<file path="src/rtl/div_seq_pkg.sv">
// Shared encodings for the HI/LO divide sequencer.
package div_seq_pkg;

   // Sequencer states
   typedef enum logic [1:0] {
      DivFree   = 2'b00,
      DivByZero = 2'b01,
      DivOn     = 2'b10,
      DivEnd    = 2'b11
   } div_state_e;

   // Handshake levels
   localparam logic DivResultReady    = 1'b1;
   localparam logic DivResultNotReady = 1'b0;
   localparam logic DivStart          = 1'b1;
   localparam logic DivStop           = 1'b0;

   // Architectural zero word
   localparam logic [31:0] ZeroWord = 32'h0000_0000;

endpackage

</file>
<file path="src/rtl/div_step.sv">
// One restoring-division iteration on the combined remainder/dividend shift register.
// Layout: shift_in[2W:W] is the partial remainder with the next dividend bit appended,
// shift_in[W-1:0] collects quotient bits from the right.
module div_step #(
   parameter int WIDTH = 32
) (
   input  logic [2*WIDTH:0] shift_in,
   input  logic [WIDTH-1:0] divisor,
   output logic [2*WIDTH:0] shift_out
);

   logic [WIDTH:0] trial_s;
   logic           neg_s;

   // Trial subtraction and restore/keep decision for one quotient bit
   always_comb begin
      trial_s = {1'b0, shift_in[2*WIDTH-1:WIDTH]} - {1'b0, divisor};
      // A set top bit means the partial remainder already exceeds any divisor
      neg_s   = trial_s[WIDTH] & ~shift_in[2*WIDTH];
      if (neg_s) begin
         shift_out = {shift_in[2*WIDTH-1:0], 1'b0};
      end else begin
         shift_out = {trial_s[WIDTH-1:0], shift_in[WIDTH-1:0], 1'b1};
      end
   end

endmodule

</file>
<file path="src/rtl/div_seq.sv">
// Multi-cycle DIV/DIVU sequencer returning {HI=remainder, LO=quotient}.
// Operands are latched as magnitudes at acceptance; signs are reapplied at the end.
module div_seq
   import div_seq_pkg::*;
#(
   parameter int WIDTH = 32
) (
   input  logic               clk,
   input  logic               rst,
   input  logic               start,
   input  logic               annul,
   input  logic               signed_div,
   input  logic [WIDTH-1:0]   opdata1,
   input  logic [WIDTH-1:0]   opdata2,
   output logic [2*WIDTH-1:0] result,
   output logic               ready,
   output logic               stall_req
);

   localparam int                CNT_W    = $clog2(WIDTH) + 1;
   localparam logic [CNT_W-1:0]  CNT_LAST = CNT_W'(WIDTH);
   localparam logic [CNT_W-1:0]  CNT_ONE  = CNT_W'(1);

   div_state_e           state_r,   state_s;
   logic [CNT_W-1:0]     cnt_r,     cnt_s;
   logic [2*WIDTH:0]     shift_r,   shift_s;
   logic [WIDTH-1:0]     divisor_r, divisor_s;
   logic                 sign1_r,   sign1_s;
   logic                 sign2_r,   sign2_s;
   logic                 sdiv_r,    sdiv_s;
   logic [2*WIDTH-1:0]   result_r,  result_s;
   logic                 ready_r,   ready_s;

   logic [2*WIDTH:0]     step_s;
   logic [WIDTH-1:0]     abs1_s, abs2_s;
   logic [WIDTH-1:0]     quot_fix_s, rem_fix_s;

   div_step #(.WIDTH(WIDTH)) u_step (
      .shift_in  (shift_r),
      .divisor   (divisor_r),
      .shift_out (step_s)
   );

   // Operand magnitudes for the signed case (most-negative maps onto itself as unsigned)
   always_comb begin
      if (signed_div && opdata1[WIDTH-1]) begin
         abs1_s = {WIDTH{1'b0}} - opdata1;
      end else begin
         abs1_s = opdata1;
      end
      if (signed_div && opdata2[WIDTH-1]) begin
         abs2_s = {WIDTH{1'b0}} - opdata2;
      end else begin
         abs2_s = opdata2;
      end
   end

   // Sign restoration: quotient follows sign1^sign2, remainder follows the dividend
   always_comb begin
      if (sdiv_r && (sign1_r ^ sign2_r)) begin
         quot_fix_s = {WIDTH{1'b0}} - shift_r[WIDTH-1:0];
      end else begin
         quot_fix_s = shift_r[WIDTH-1:0];
      end
      if (sdiv_r && sign1_r) begin
         rem_fix_s = {WIDTH{1'b0}} - shift_r[2*WIDTH:WIDTH+1];
      end else begin
         rem_fix_s = shift_r[2*WIDTH:WIDTH+1];
      end
   end

   // Next-state, datapath and handshake decisions
   always_comb begin
      state_s   = state_r;
      cnt_s     = cnt_r;
      shift_s   = shift_r;
      divisor_s = divisor_r;
      sign1_s   = sign1_r;
      sign2_s   = sign2_r;
      sdiv_s    = sdiv_r;
      result_s  = result_r;
      ready_s   = ready_r;
      case (state_r)
         DivFree: begin
            result_s = {(2*WIDTH){1'b0}};
            ready_s  = DivResultNotReady;
            if ((start == DivStart) && !annul) begin
               if (opdata2 == {WIDTH{1'b0}}) begin
                  state_s = DivByZero;
               end else begin
                  state_s   = DivOn;
                  shift_s   = {{WIDTH{1'b0}}, abs1_s, 1'b0};
                  divisor_s = abs2_s;
                  sign1_s   = opdata1[WIDTH-1];
                  sign2_s   = opdata2[WIDTH-1];
                  sdiv_s    = signed_div;
                  cnt_s     = {CNT_W{1'b0}};
               end
            end else begin
               state_s = DivFree;
            end
         end
         DivByZero: begin
            if (annul) begin
               state_s  = DivFree;
               result_s = {(2*WIDTH){1'b0}};
               ready_s  = DivResultNotReady;
            end else begin
               state_s  = DivEnd;
               result_s = {(2*WIDTH){1'b0}};
               ready_s  = DivResultReady;
            end
         end
         DivOn: begin
            if (annul) begin
               state_s  = DivFree;
               result_s = {(2*WIDTH){1'b0}};
               ready_s  = DivResultNotReady;
            end else if (cnt_r == CNT_LAST) begin
               state_s  = DivEnd;
               result_s = {rem_fix_s, quot_fix_s};
               ready_s  = DivResultReady;
            end else begin
               shift_s = step_s;
               cnt_s   = cnt_r + CNT_ONE;
            end
         end
         DivEnd: begin
            if (annul || (start == DivStop)) begin
               state_s  = DivFree;
               result_s = {(2*WIDTH){1'b0}};
               ready_s  = DivResultNotReady;
            end else begin
               state_s = DivEnd;
            end
         end
         default: begin
            state_s  = DivFree;
            result_s = {(2*WIDTH){1'b0}};
            ready_s  = DivResultNotReady;
         end
      endcase
   end

   // State and datapath registers; synchronous reset overrides everything
   always_ff @(posedge clk) begin
      if (rst) begin
         state_r   <= DivFree;
         cnt_r     <= {CNT_W{1'b0}};
         shift_r   <= {(2*WIDTH+1){1'b0}};
         divisor_r <= {WIDTH{1'b0}};
         sign1_r   <= 1'b0;
         sign2_r   <= 1'b0;
         sdiv_r    <= 1'b0;
         result_r  <= {(2*WIDTH){1'b0}};
         ready_r   <= DivResultNotReady;
      end else begin
         state_r   <= state_s;
         cnt_r     <= cnt_s;
         shift_r   <= shift_s;
         divisor_r <= divisor_s;
         sign1_r   <= sign1_s;
         sign2_r   <= sign2_s;
         sdiv_r    <= sdiv_s;
         result_r  <= result_s;
         ready_r   <= ready_s;
      end
   end

   assign result    = result_r;
   assign ready     = ready_r;
   assign stall_req = start & ~ready_r;

endmodule

</file>
<file path="config.mk">
export PLATFORM = sky130hd
export DESIGN_NAME = div_seq
export DESIGN_NICKNAME = d
export VERILOG_FILES = /design/src/rtl/div_seq_pkg.sv /design/src/rtl/div_step.sv /design/src/rtl/div_seq.sv
export SDC_FILE = /design/constraint.sdc
export NUM_CORES = 1
export LEC_CHECK = 0
export CAP_MARGIN = 20
export CELL_PAD_IN_SITES_DETAIL_PLACEMENT = 0
export CELL_PAD_IN_SITES_GLOBAL_PLACEMENT = 1
export CORE_ASPECT_RATIO = 1.5
export CORE_MARGIN = 2
export CORE_UTILIZATION = 29
export CTS_CLUSTER_DIAMETER = 80
export DETAILED_ROUTE_END_ITERATION = 12
export HOLD_SLACK_MARGIN = 0.1
export PLACE_DENSITY_LB_ADDON = 0.1
export SETUP_SLACK_MARGIN = 0.4
export SLEW_MARGIN = 40
export SYNTH_ARGS = -nofsm -noshare
export SYNTH_HDL_FRONTEND = slang
export SYNTH_SLANG_ARGS = --single-unit
</file>
<file path="constraint.sdc">
create_clock -name clk -period 7.9 [get_ports clk]
set_input_delay 1.975 -clock clk [delete_from_list [all_inputs] [get_ports clk]]
set_output_delay 1.975 -clock clk [all_outputs]
set_load 0.02 [all_outputs]
</file>
==> Yosys cells after proc, flatten, opt, wreduce, memory -nomap -nowiden <==
Cells that the tools add are included.
{ "word_totals": {"input_bits": 69, "out_inout_bits": 66, "elab_cells": 77, "ff_bits": 173} }
{ "op_classes": {"eq_ne": 10, "bitwise": 7, "n_addsub": 6, "reduce_logical": 14, "n_mux": 31} }
{ "ops": {"columns": ["operator", "n"], "rows": [
  ["$mux W65", 5],
  ["$mux W64", 3],
  ["$pmux W64 S3", 1],
  ["$pmux W65 S2", 1],
  ["$mux W32", 4],
  ["$sub A1 B32 Y32 const A", 4],
  ["$sub A32 B32 Y33", 1],
  ["$logic_not A32 Y1", 1],
  ["$mux W6", 4],
  ["$mux W2", 6],
  ["$pmux W6 S2", 1],
  ["$ne A2 B2 Y1 const B", 5],
  ["$pmux W2 S4", 1],
  ["$add A6 B1 Y6 const B", 1],
  ["$eq A6 B6 Y1 const B", 1],
  ["$logic_and A1 B1 Y1", 5],
  ["$reduce_and A5 Y1", 1],
  ["$eq A2 B2 Y1 const B", 2],
  ["$mux W1", 4],
  ["$not A1 Y1", 4],
  ["$pmux W1 S4", 1],
  ["$ne A3 B3 Y1 const B", 1],
  ["$reduce_and A3 Y1", 1],
  ["$and A1 B1 Y1", 2],
  ["other kinds (8)", 8]
]} }

==> Longest topological paths before layout <==
Gate-level depths: netlist of run 1.
{ "logic_depth": {"word_depth": 6, "depth_mapped": 16, "ltp_nobuf": 14} }

==> By module <==
A second synthesis of run 1 with hierarchy kept.
{ "hier_totals": {"hier_cells": 1567, "area_unflattened_um2": 11826.3} }
{ "by_module_without_submodules": {"columns": ["module", "n_inst", "area_per_inst_um2", "cells_per_inst", "seq_area_each_um2"], "rows": [
  ["div_seq", 1, 9359.0, 1182, 3463.3],
  ["div_step", 1, 2467.4, 385, 0.0]
]} }

==> Worst setup path after synthesis of run 1 <==
OpenSTA, ideal clock, no wires.
{ "synth_timing": {"path_type": "input to register", "startpoint": "input port opdata2[22]", "endpoint": "register shift_r[27]", "path_stages": 11, "setup_slack_ns": 3.569, "required_ns": 7.830, "setup_ns": 0.070, "t_arrival_ns": 4.262, "n_path_buf": 2, "path_cell_list": "or4_1 > or2_4 > nor3_4 > nand2b_2 > or4_4 > a21boi_4 > a2111o_1 > buf_6 > buf_8 > nand2_2 > a21oi_2"} }
{ "synth_via": {"elab_chain_cells": 3} }
{ "synth_rtl": {"columns": ["item", "line", "rtl"], "rows": [
  ["start, declared", "div_seq.sv:14", "input logic [WIDTH-1:0] opdata2,"],
  ["$logic_not A32 Y1", "div_seq.sv:88", "if (opdata2 == {WIDTH{1'b0}}) begin"],
  ["$ne A2 B2 Y1 (no line)", null, null],
  ["$reduce_and A5 Y1 (no line)", null, null],
  ["end signal, assigned", "div_seq.sv:150", "shift_r <= {(2*WIDTH+1){1'b0}};"],
  ["end signal, assigned", "div_seq.sv:160", "shift_r <= shift_s;"],
  ["end, declared", "div_seq.sv:26", "logic [2*WIDTH:0] shift_r, shift_s;"]
]} }
No other way between the ends.
A chain may end at the register's enable or synchronous reset.

==> Final worst setup path of run 1 <==
{ "layout_timing": {"startpoint": "input port start", "endpoint": "output port stall_req"} }
{ "layout_via": {"elab_chain_cells": 1} }
{ "layout_rtl": {"columns": ["item", "line", "rtl"], "rows": [
  ["start, declared", "div_seq.sv:10", "input logic start,"],
  ["$and A1 B1 Y1", "div_seq.sv:172", "assign stall_req = start & ~ready_r;"],
  ["end, declared", "div_seq.sv:17", "output logic stall_req"]
]} }
No other way between the ends.

==> run metrics, run 1 <==
net switching power between 0.6 and 0.7 mW; clk sink count between 150 and 200; htree depth 4; post-CTS resize count 0; Seq pwr share between 40% and 50%; total track usage 17.94%; worst-case hold path end point divisor_r[31]$_SDFFE_PP0P_; Overall Power ~2.2 mW; Sw Ratio about 30%; crit path DAT between 3 and 4 ns; min Tclk post-route about 5.4 ns; CTS tree yes; clock-pin slew on the worst setup and hold paths 0.07 ns; Pins Over Slew Limit 0; max-cap viol count 0; Clock Latency Late Sink roughly 0.45 ns; post-DP HPWL between 20 and 30 mm; Largest stage delay, worst path roughly 0.64 ns; commonest cells in the synthesized netlist nand2_1, dfxtp_1, nor2_1; pwr dens 163.2 nW/µm²; DRT antenna net count 0; Setup crit start kind primary input; die height between 200 and 250 µm; total length of routed wires between 30 and 40 mm; first-pass GRT wire length approximately 54 mm; routed wire length per instance approximately 17 µm; dpl ws between 2 and 2.5 ns; Synth Register Bits around 170; Post-synth EDFFs 0; Worst Path Required between 5 and 6 ns; number of antenna violations at the first check in global routing 0; async set or reset register ratio after synthesis 0%; DRT Pass-1 Iters 5; syn avg cell area 7.832 µm²; # DRC 0; DR iter-0 viols about 390; # hold bufs at CTS 0; Reg2Reg Capture Point shift_r[64]$_SDFFE_PP0P_; Antenna diodes 0; slowest CP cell clkdlybuf4s50_1; Post-CTS Setup Inserts 0; io pins roughly 140; Core Area 36,910 µm²; Int Power roughly 1.5 mW; Slew @ Worst Pin 0.7637 ns; max_slew headroom between 40 and 50%; clk buf depth 2; Max VDD drop 0.1279 mV; Worst Hold Class flop to flop; Net Count, Synth approximately 1,500; Vias/cell approximately 4.9; fraction of layout cells with a size suffix above 1 under 10%; top cell type's share of synthesized area a little under a third; status finished, final reports clean; Seq/Total Area, Yosys 31.83%; Layout fillers 3,870; cell row count 86; full die area roughly 40,000 µm²; Worst Skew around 0.011 ns; via count between 9,000 and 10,000; CP dominant cell by count clkdlybuf4s50_1; cell accounting for the most synthesized area dfxtp_1; initial core utilization between 20% and 30%; R2R Path Start shift_r[49]$_SDFFE_PP0P_; f_max 185.9 MHz; kind of critical path primary input to primary output; Gate Count Post-Synth between 1,000 and 1,500; number of cells on the worst hold path 2; Synth cell types 69; Syn. warnings 0; R2R setup slack around 4.0 ns; synth top area cells dfxtp_1, xnor2_1, nand2_1; crit-path cells clkdlybuf4s50_1 -> nor2b_1 -> clkdlybuf4s50_1; combinational power share 17.0%; Setup-failing EPs final 0; GPL Wtd Cong 0.8395; vias in the first global route between 9,000 and 10,000; largest net degree at the start of global routing 72; final setup TNS 0 ns; Worst Reg2Reg Path Length in Cells 13; Synth Flop Type dfxtp_1; Cell Area, Synth between 10,000 and 15,000 µm²; TritonCTS buffer count 17; Setup WS post-layout 2.520 ns; final hold vios 0; gr ovfl total 0; crit end category primary output; multi-input logic area between 6000 and 7000 µm²; Die X approximately 160 µm; clock share of power 40.3%; Net count, final approximately 1,600; Critical Path Fanout Max 4; top-count cell post-synth nand2_1; min-delay src divisor_r[31]$_SDFFE_PP0P_; area grow syn2layout 21.47%; cell leakage power 4.870 nW; port bufs roughly 130; unrepaired setup endpoints after global routing false; Reg area around 3500 µm²; CTS root buf clkbuf_16; Tcrit/Tclk final 68.10%
-- critical path: cells and delay by family --
family | cells | cell delay [ns]
buf+inv | 2 | 1.25
simple gates | 1 | 0.17
-- sequential cells by signal, summed over array words and instances (netlist names) --
signal and count:
shift_r 65, ready 1, divisor_r 32, sign1_r 1, result 64, sign2_r 1
sdiv_r 1, state_r 2, cnt_r 6
-- cells in the final DEF (no fill, tap or decap), drive strengths merged, types with 3 or more instances in the layout --
master,count
a21o,15
a31oi,10
nor3b,5
buf,14
a31o,4
nor3,35
o21a,3
nor2,145
xnor2,81
nand2b,13
and3,4
and2,9
nand2,204
or4,12
a211oi,38
ha,41
inv,61
a22oi,24
mux2i,24
dfxtp,173
o21ai,115
xor2,67
nand4,7
nand3,9
clkbuf,17
a22o,28
a21oi,105
nor4,16
nor2b,6
o21bai,3
or3,5
clkinv,6
clkdlybuf4s50,133
o31ai,20
or2,5
o41ai,8
-- metrics by stage --
| step | hold WS [ns] | cells | area (µm²) | util, % |
|---|---|---|---|---|
| finish | 0.4546 | 1976 | 13220 | 35.81 |
| global route | 0.4917 | 1976 | 13220 | 35.81 |
| CTS | 0.4570 | 1976 | 13220 | 35.81 |
| detailed placement | 0.4472 | 1944 | 12630 | 34.21 |
| global placement | 0.4485 | 1943 | 12590 | 34.12 |
| floorplan | 0.4363 | 1389 | 10880 | - |
-- how the worst max path moves through the flow --
stage / start / to / slack (ns) / cells after the start
2_1_floorplan: opdata2[22] / shift_r[27]$_SDFFE_PP0P_ / 3.57 / 11
3_3_place_gp: opdata2[0] / shift_r[8]$_SDFFE_PP0P_ / 2.08 / 13
3_5_place_dp: opdata2[0] / shift_r[64]$_SDFFE_PP0P_ / 2.11 / 13
4_1_cts: start / stall_req / 2.51 / 3
5_1_grt: opdata2[0] / shift_r[60]$_SDFFE_PP0P_ / 2.29 / 13
6_report: start / stall_req / 2.52 / 3
-- layout make-up --
class,count,area share [%]
inverters,56,1.591
well taps,484,4.582
clock buffers,17,3.219
multi-input cells,1084,52.15
clock inverters,15,1.231
repair buffers,147,11.02
flip-flops and latches,173,26.21
-- cell families (layout without fill, tap and decap cells) --
logic type,after synthesis,after routing,synth area share (%)
compound gates,390,390,23.62
xor+xnor,148,148,11.91
fa+ha+maj,42,42,4.899
buf+inv,132,235,5.198
flops,173,173,31.83
mux,24,24,2.208
simple gates,480,480,20.32
-- layer usage --
metal | track usage, % | vias to the layer above | part of all wire [%]
li1 | - | 5032 | -
met1 | 18.26 | 4538 | 38
met4 | 5.283 | 0 | 1.7
met2 | 37.19 | 137 | 58
met3 | 2.363 | 28 | 2.3
met5 | 0 | - | 0
-- power groups by stage --
stage	Combinational, mW	Sequential, mW	Clock [mW]
after floorplan	0.251	0.934	0
after global placement	0.373	0.942	0
after detailed placement	0.373	0.942	0
after CTS	0.374	0.922	0.902
after global routing	0.411	0.925	0.935
final	0.367	0.922	0.869
Power figures use the tool's default switching activity.
==> inputs of run 2 (changes only) <==
clock period = 5.6 ns   (was 7.9 ns; I/O delays follow)
==> run metrics, run 2 (synthesis results as in run 1) <==
final hold vios 0; Max VDD drop around 0.16 mV; max-cap viol count 0; full die area 39,110 µm²; io pins about 140; max_slew headroom between 40% and 50%; routed wire length per instance ~18 µm; multi-input logic area between 6000 and 7000 µm²; Layout fillers about 4,000; GPL Wtd Cong ~0.80; crit end category flop; clk sink count 173; Tcrit/Tclk final between 70 and 80%; most frequent cells in the layout nand2_1, dfxtp_1, nor2_1, clkdlybuf4s50_1, o21ai_0; Worst Path Required approximately 6 ns; Seq pwr share 43.0%; largest net degree at the start of global routing 64; CTS root buf clkbuf_16; unrepaired setup endpoints after global routing false; min Tclk post-route between 4 and 5 ns; fraction of layout cells with a size suffix above 1 8.855%; number of antenna violations at the first check in global routing 0; combinational power share around 17%; clk buf depth 2; kind of critical path primary input to flop; Int Power 2.107 mW; Setup-failing EPs final 0; htree depth 4; f_max 232.8 MHz; cell row count 86; # DRC 0; cell leakage power approximately 4.9 nW; Antenna diodes 0; total track usage between 10% and 20%; commonest non-fill, non-tap cell in the layout nand2_1; Reg area 3463 µm²; initial core utilization between 20 and 30%; Post-CTS Setup Inserts 0; post-CTS resize count 0; Critical Path Fanout Max between 60 and 70; Net count, final ~1,600; die height 241.2 µm; status finished, final reports clean; post-DP HPWL 26.91 mm; port bufs 134; first-pass GRT wire length between 50 and 60 mm; Setup crit start kind primary input; placed instance count just under 2,000; Core Area 36,910 µm²; DRT antenna net count 0; total length of routed wires approximately 35 mm; final setup TNS 0 ns; Worst Skew 0.008109 ns; Sw Ratio slightly above 30%; crit path DAT around 4.7 ns; area grow syn2layout 21.95%; Post-Layout Cell Count approximately 2,000; Worst Hold Class flop to flop; Slew @ Worst Pin around 0.77 ns; Clock Latency Late Sink between 0.4 and 0.5 ns; Top reg by flops shift_r; DRT Pass-1 Iters 5; via count 9,807; gr ovfl total 0; clock share of power around two fifths; pwr dens around 230 nW/µm²; TritonCTS buffer count 17; clock-pin slew on the worst setup and hold paths 0.07 ns; Vias/cell a little under 5; CTS tree yes; max reg flops 65; net switching power 0.9177 mW; DR iter-0 viols 398; vias in the first global route about 10,000; # hold bufs at CTS 0; Die X roughly 160 µm; Pins Over Slew Limit 0
## run 2: worst paths after layout
path | from | to | slack, ns | cells after the start
setup / recovery | opdata2[12] | divisor_r[28]$_SDFFE_PP0P_ | 1.30 | 10
hold reg to reg | divisor_r[31]$_SDFFE_PP0P_ | divisor_r[31]$_SDFFE_PP0P_ | 0.47 | 2
hold / removal | divisor_r[31]$_SDFFE_PP0P_ | divisor_r[31]$_SDFFE_PP0P_ | 0.47 | 2
setup reg to reg | shift_r[32]$_SDFFE_PP0P_ | shift_r[48]$_SDFFE_PP0P_ | 1.80 | 15
## run 2: area by class of cell
class | instances | area share (%)
clock buffer | 17 | 3.206
clock inverter | 15 | 1.179
inverter | 56 | 1.584
multi-input combinational | 1084 | 51.85
sequential | 173 | 26.10
tap | 484 | 4.564
timing repair buffer | 157 | 11.51
## run 2: stage by stage
step                      hold WS [ns]  setup slack (ns)  area [µm²]  util, %  power (mW)
after detailed placement        0.4609            0.8162       12690    34.37       1.862
after floorplan                 0.4363             1.844       10880        -       1.673
after global routing            0.4909            0.9306       13270    35.95       3.181
after global placement          0.4522            0.7166       12670    34.34       1.859
after CTS                       0.4716             1.291       13270    35.95       3.083
final                           0.4651             1.304       13270    35.95       3.025
## run 2: routing by layer
metal  part of all wire, %  global-route usage (%)  vias up
met5                     0                       0        -
met4                   2.7                   6.597        0
met3                   2.2                   2.431       41
met2                    57                   37.50      144
met1                    38                   18.14     4568
li1                      -                       -     5054
## run 2: critical path, cell delays in order
cell and delay, ns:
clkdlybuf4s50_1 0.48, nor4_1 0.37, nand2b_1 0.16, nor3_1 0.26
nand4_1 0.40, or4_4 0.59, nand2_2 0.11, buf_4 0.51
nor2_1 0.12, a211oi_1 0.23
## run 2: power groups by stage
stage               sequential [mW]  combinational, mW  clock (mW)
floorplan                      1.32              0.355           0
global placement               1.33              0.531           0
detailed placement             1.33              0.534           0
CTS                            1.30              0.537        1.25
global route                   1.30              0.588        1.29
finish                         1.30              0.526        1.20
==> inputs of run 3 (changes only) <==
clock period = 4.32 ns   (was 5.6 ns; I/O delays follow)
==> run metrics, run 3 (synthesis results as in run 1) <==
unrepaired setup endpoints after global routing false; Worst Skew around 0.011 ns; clock-pin slew on the worst setup and hold paths roughly 0.07 ns; max reg flops 65; area grow syn2layout 23.94%; final hold slack roughly 0.46 ns; dpl ws roughly 0.15 ns; htree depth 4; Design Area, Final about 13,000 µm²; Setup WS post-layout 0.6178 ns; Cell Area, Placed 12,890 µm²; crit path DAT a little over 4 ns; CP dominant cell by count nand2b_2; die height ~240 µm; DR iter-0 viols a little over 400; most frequent cells in the layout nand2_1, dfxtp_1, nor2_1, clkdlybuf4s50_1, o21ai_0; crit-path cells clkdlybuf4s50_1 -> or4_1 -> or2_4 -> nor3_4 -> nand2b_2 -> or4_4 -> nand2_2 -> a21oi_2 -> nand2b_2 -> nor3_1 -> a221o_1; post-DP HPWL around 27 mm; vias in the first global route a little over 10,000; port bufs about 130; number of antenna violations at the first check in global routing 0; CP top delay family simple AND/OR/NAND/NOR gates; GPL Wtd Cong slightly above 0.8; initial core utilization ~29%; io pins 135; TritonCTS buffer count 17; total track usage between 15 and 20%; Post-CTS Setup Inserts 0; Vias/cell around 5; Buf+Inv Stages, Crit Path 1; first-pass GRT wire length approximately 55 mm; Worst Path Required around 4.7 ns; status finished, final reports clean; Max VDD drop ~0.20 mV; final setup TNS 0 ns; Net count, final 1,624; Critical Path Fanout Max 15; via count roughly 10,000; full die area roughly 39,000 µm²; placed instance count between 1,500 and 2,000; # DRC 0; Clock Latency Late Sink between 0.4 and 0.5 ns; slowest CP cell or4_4; cell leakage power roughly 5.0 nW; crit end category flop; Pins Over Slew Limit 0; max_slew headroom slightly below 50%; clk buf depth 2; largest net degree at the start of global routing 64; Post-Layout Cell Count just over 2,000; DRT antenna net count 0; Overall Power between 3 and 4 mW; fraction of layout cells with a size suffix above 1 a little over a tenth; Setup crit start kind primary input; CTS root buf clkbuf_16; Largest stage delay, worst path between 0.5 and 0.6 ns; min Tclk post-route around 3.7 ns; CTS tree yes; cell row count 86; Slew @ Worst Pin around 0.76 ns; Setup-failing EPs final 0; Die X 162.1 µm; gr ovfl total 0; total length of routed wires roughly 35 mm; commonest non-fill, non-tap cell in the layout nand2_1; routed wire length per instance 17.27 µm; share of the core filled with cells between 30% and 40%; Core Area between 30,000 and 40,000 µm²; final hold vios 0; Tcrit/Tclk final a little under nine tenths; clk sink count 173; kind of critical path primary input to flop; Worst Hold Class flop to flop; max-cap viol count 0; f_max between 200 and 300 MHz; DRT Pass-1 Iters 6; # hold bufs at CTS 0; Top reg by flops shift_r; pwr dens 290.8 nW/µm²
run 3: area by class of cell:
class	count	area [µm²]
Timing Repair Buffer	181	1729
Inverter	56	210.2
Fill cell	3883	23420
Sequential cell	173	3463
Clock inverter	14	136.4
Multi-Input combinational cell	1084	6898
Clock buffer	18	439.2
Tap cell	484	605.6
Antenna cell	1	2.502
run 3: repair_timing:
action / in CTS / in global routing
endpoints found under the setup margin: 0 / 2
resized for setup: 0 / 2
hold endpoints to repair: 0 / 0
run 3: power breakdown:
group	internal, mW	switching, mW
sequential	1.64	0.0448
clock	0.820	0.727
combinational	0.285	0.404
total	2.75	1.18
run 3: worst reg2reg max path, cell delays in order (launching register included):
cell and delay (ns):
dfxtp_1 0.32, inv_1 0.06, ha_1 0.23, fa_1 0.39, nand2b_1 0.22, a21oi_1 0.20
or3_1 0.18, a21o_1 0.20, a31o_2 0.24, a221oi_1 0.15, and3_1 0.24, nor2_4 0.50
buf_4 0.32, mux2i_1 0.27, o21ai_0 0.10
run 3: final timing paths:
| path | start | end | slack (ns) | cells after the start |
|---|---|---|---|---|
| max | opdata2[23] | shift_r[62]$_SDFFE_PP0P_ | 0.62 | 11 |
| max reg2reg | shift_r[32]$_SDFFE_PP0P_ | shift_r[45]$_SDFFE_PP0P_ | 0.62 | 14 |
| min | divisor_r[31]$_SDFFE_PP0P_ | divisor_r[31]$_SDFFE_PP0P_ | 0.46 | 2 |
| min reg2reg | divisor_r[31]$_SDFFE_PP0P_ | divisor_r[31]$_SDFFE_PP0P_ | 0.46 | 2 |
run 3: metal layers:
layer	vias up	track usage [%]	routed length [µm]
met5	-	0	0
met4	0	7.106	915
met3	36	2.072	776
met2	131	37.89	20260
met1	4681	18.15	12770
li1	5108	-	-
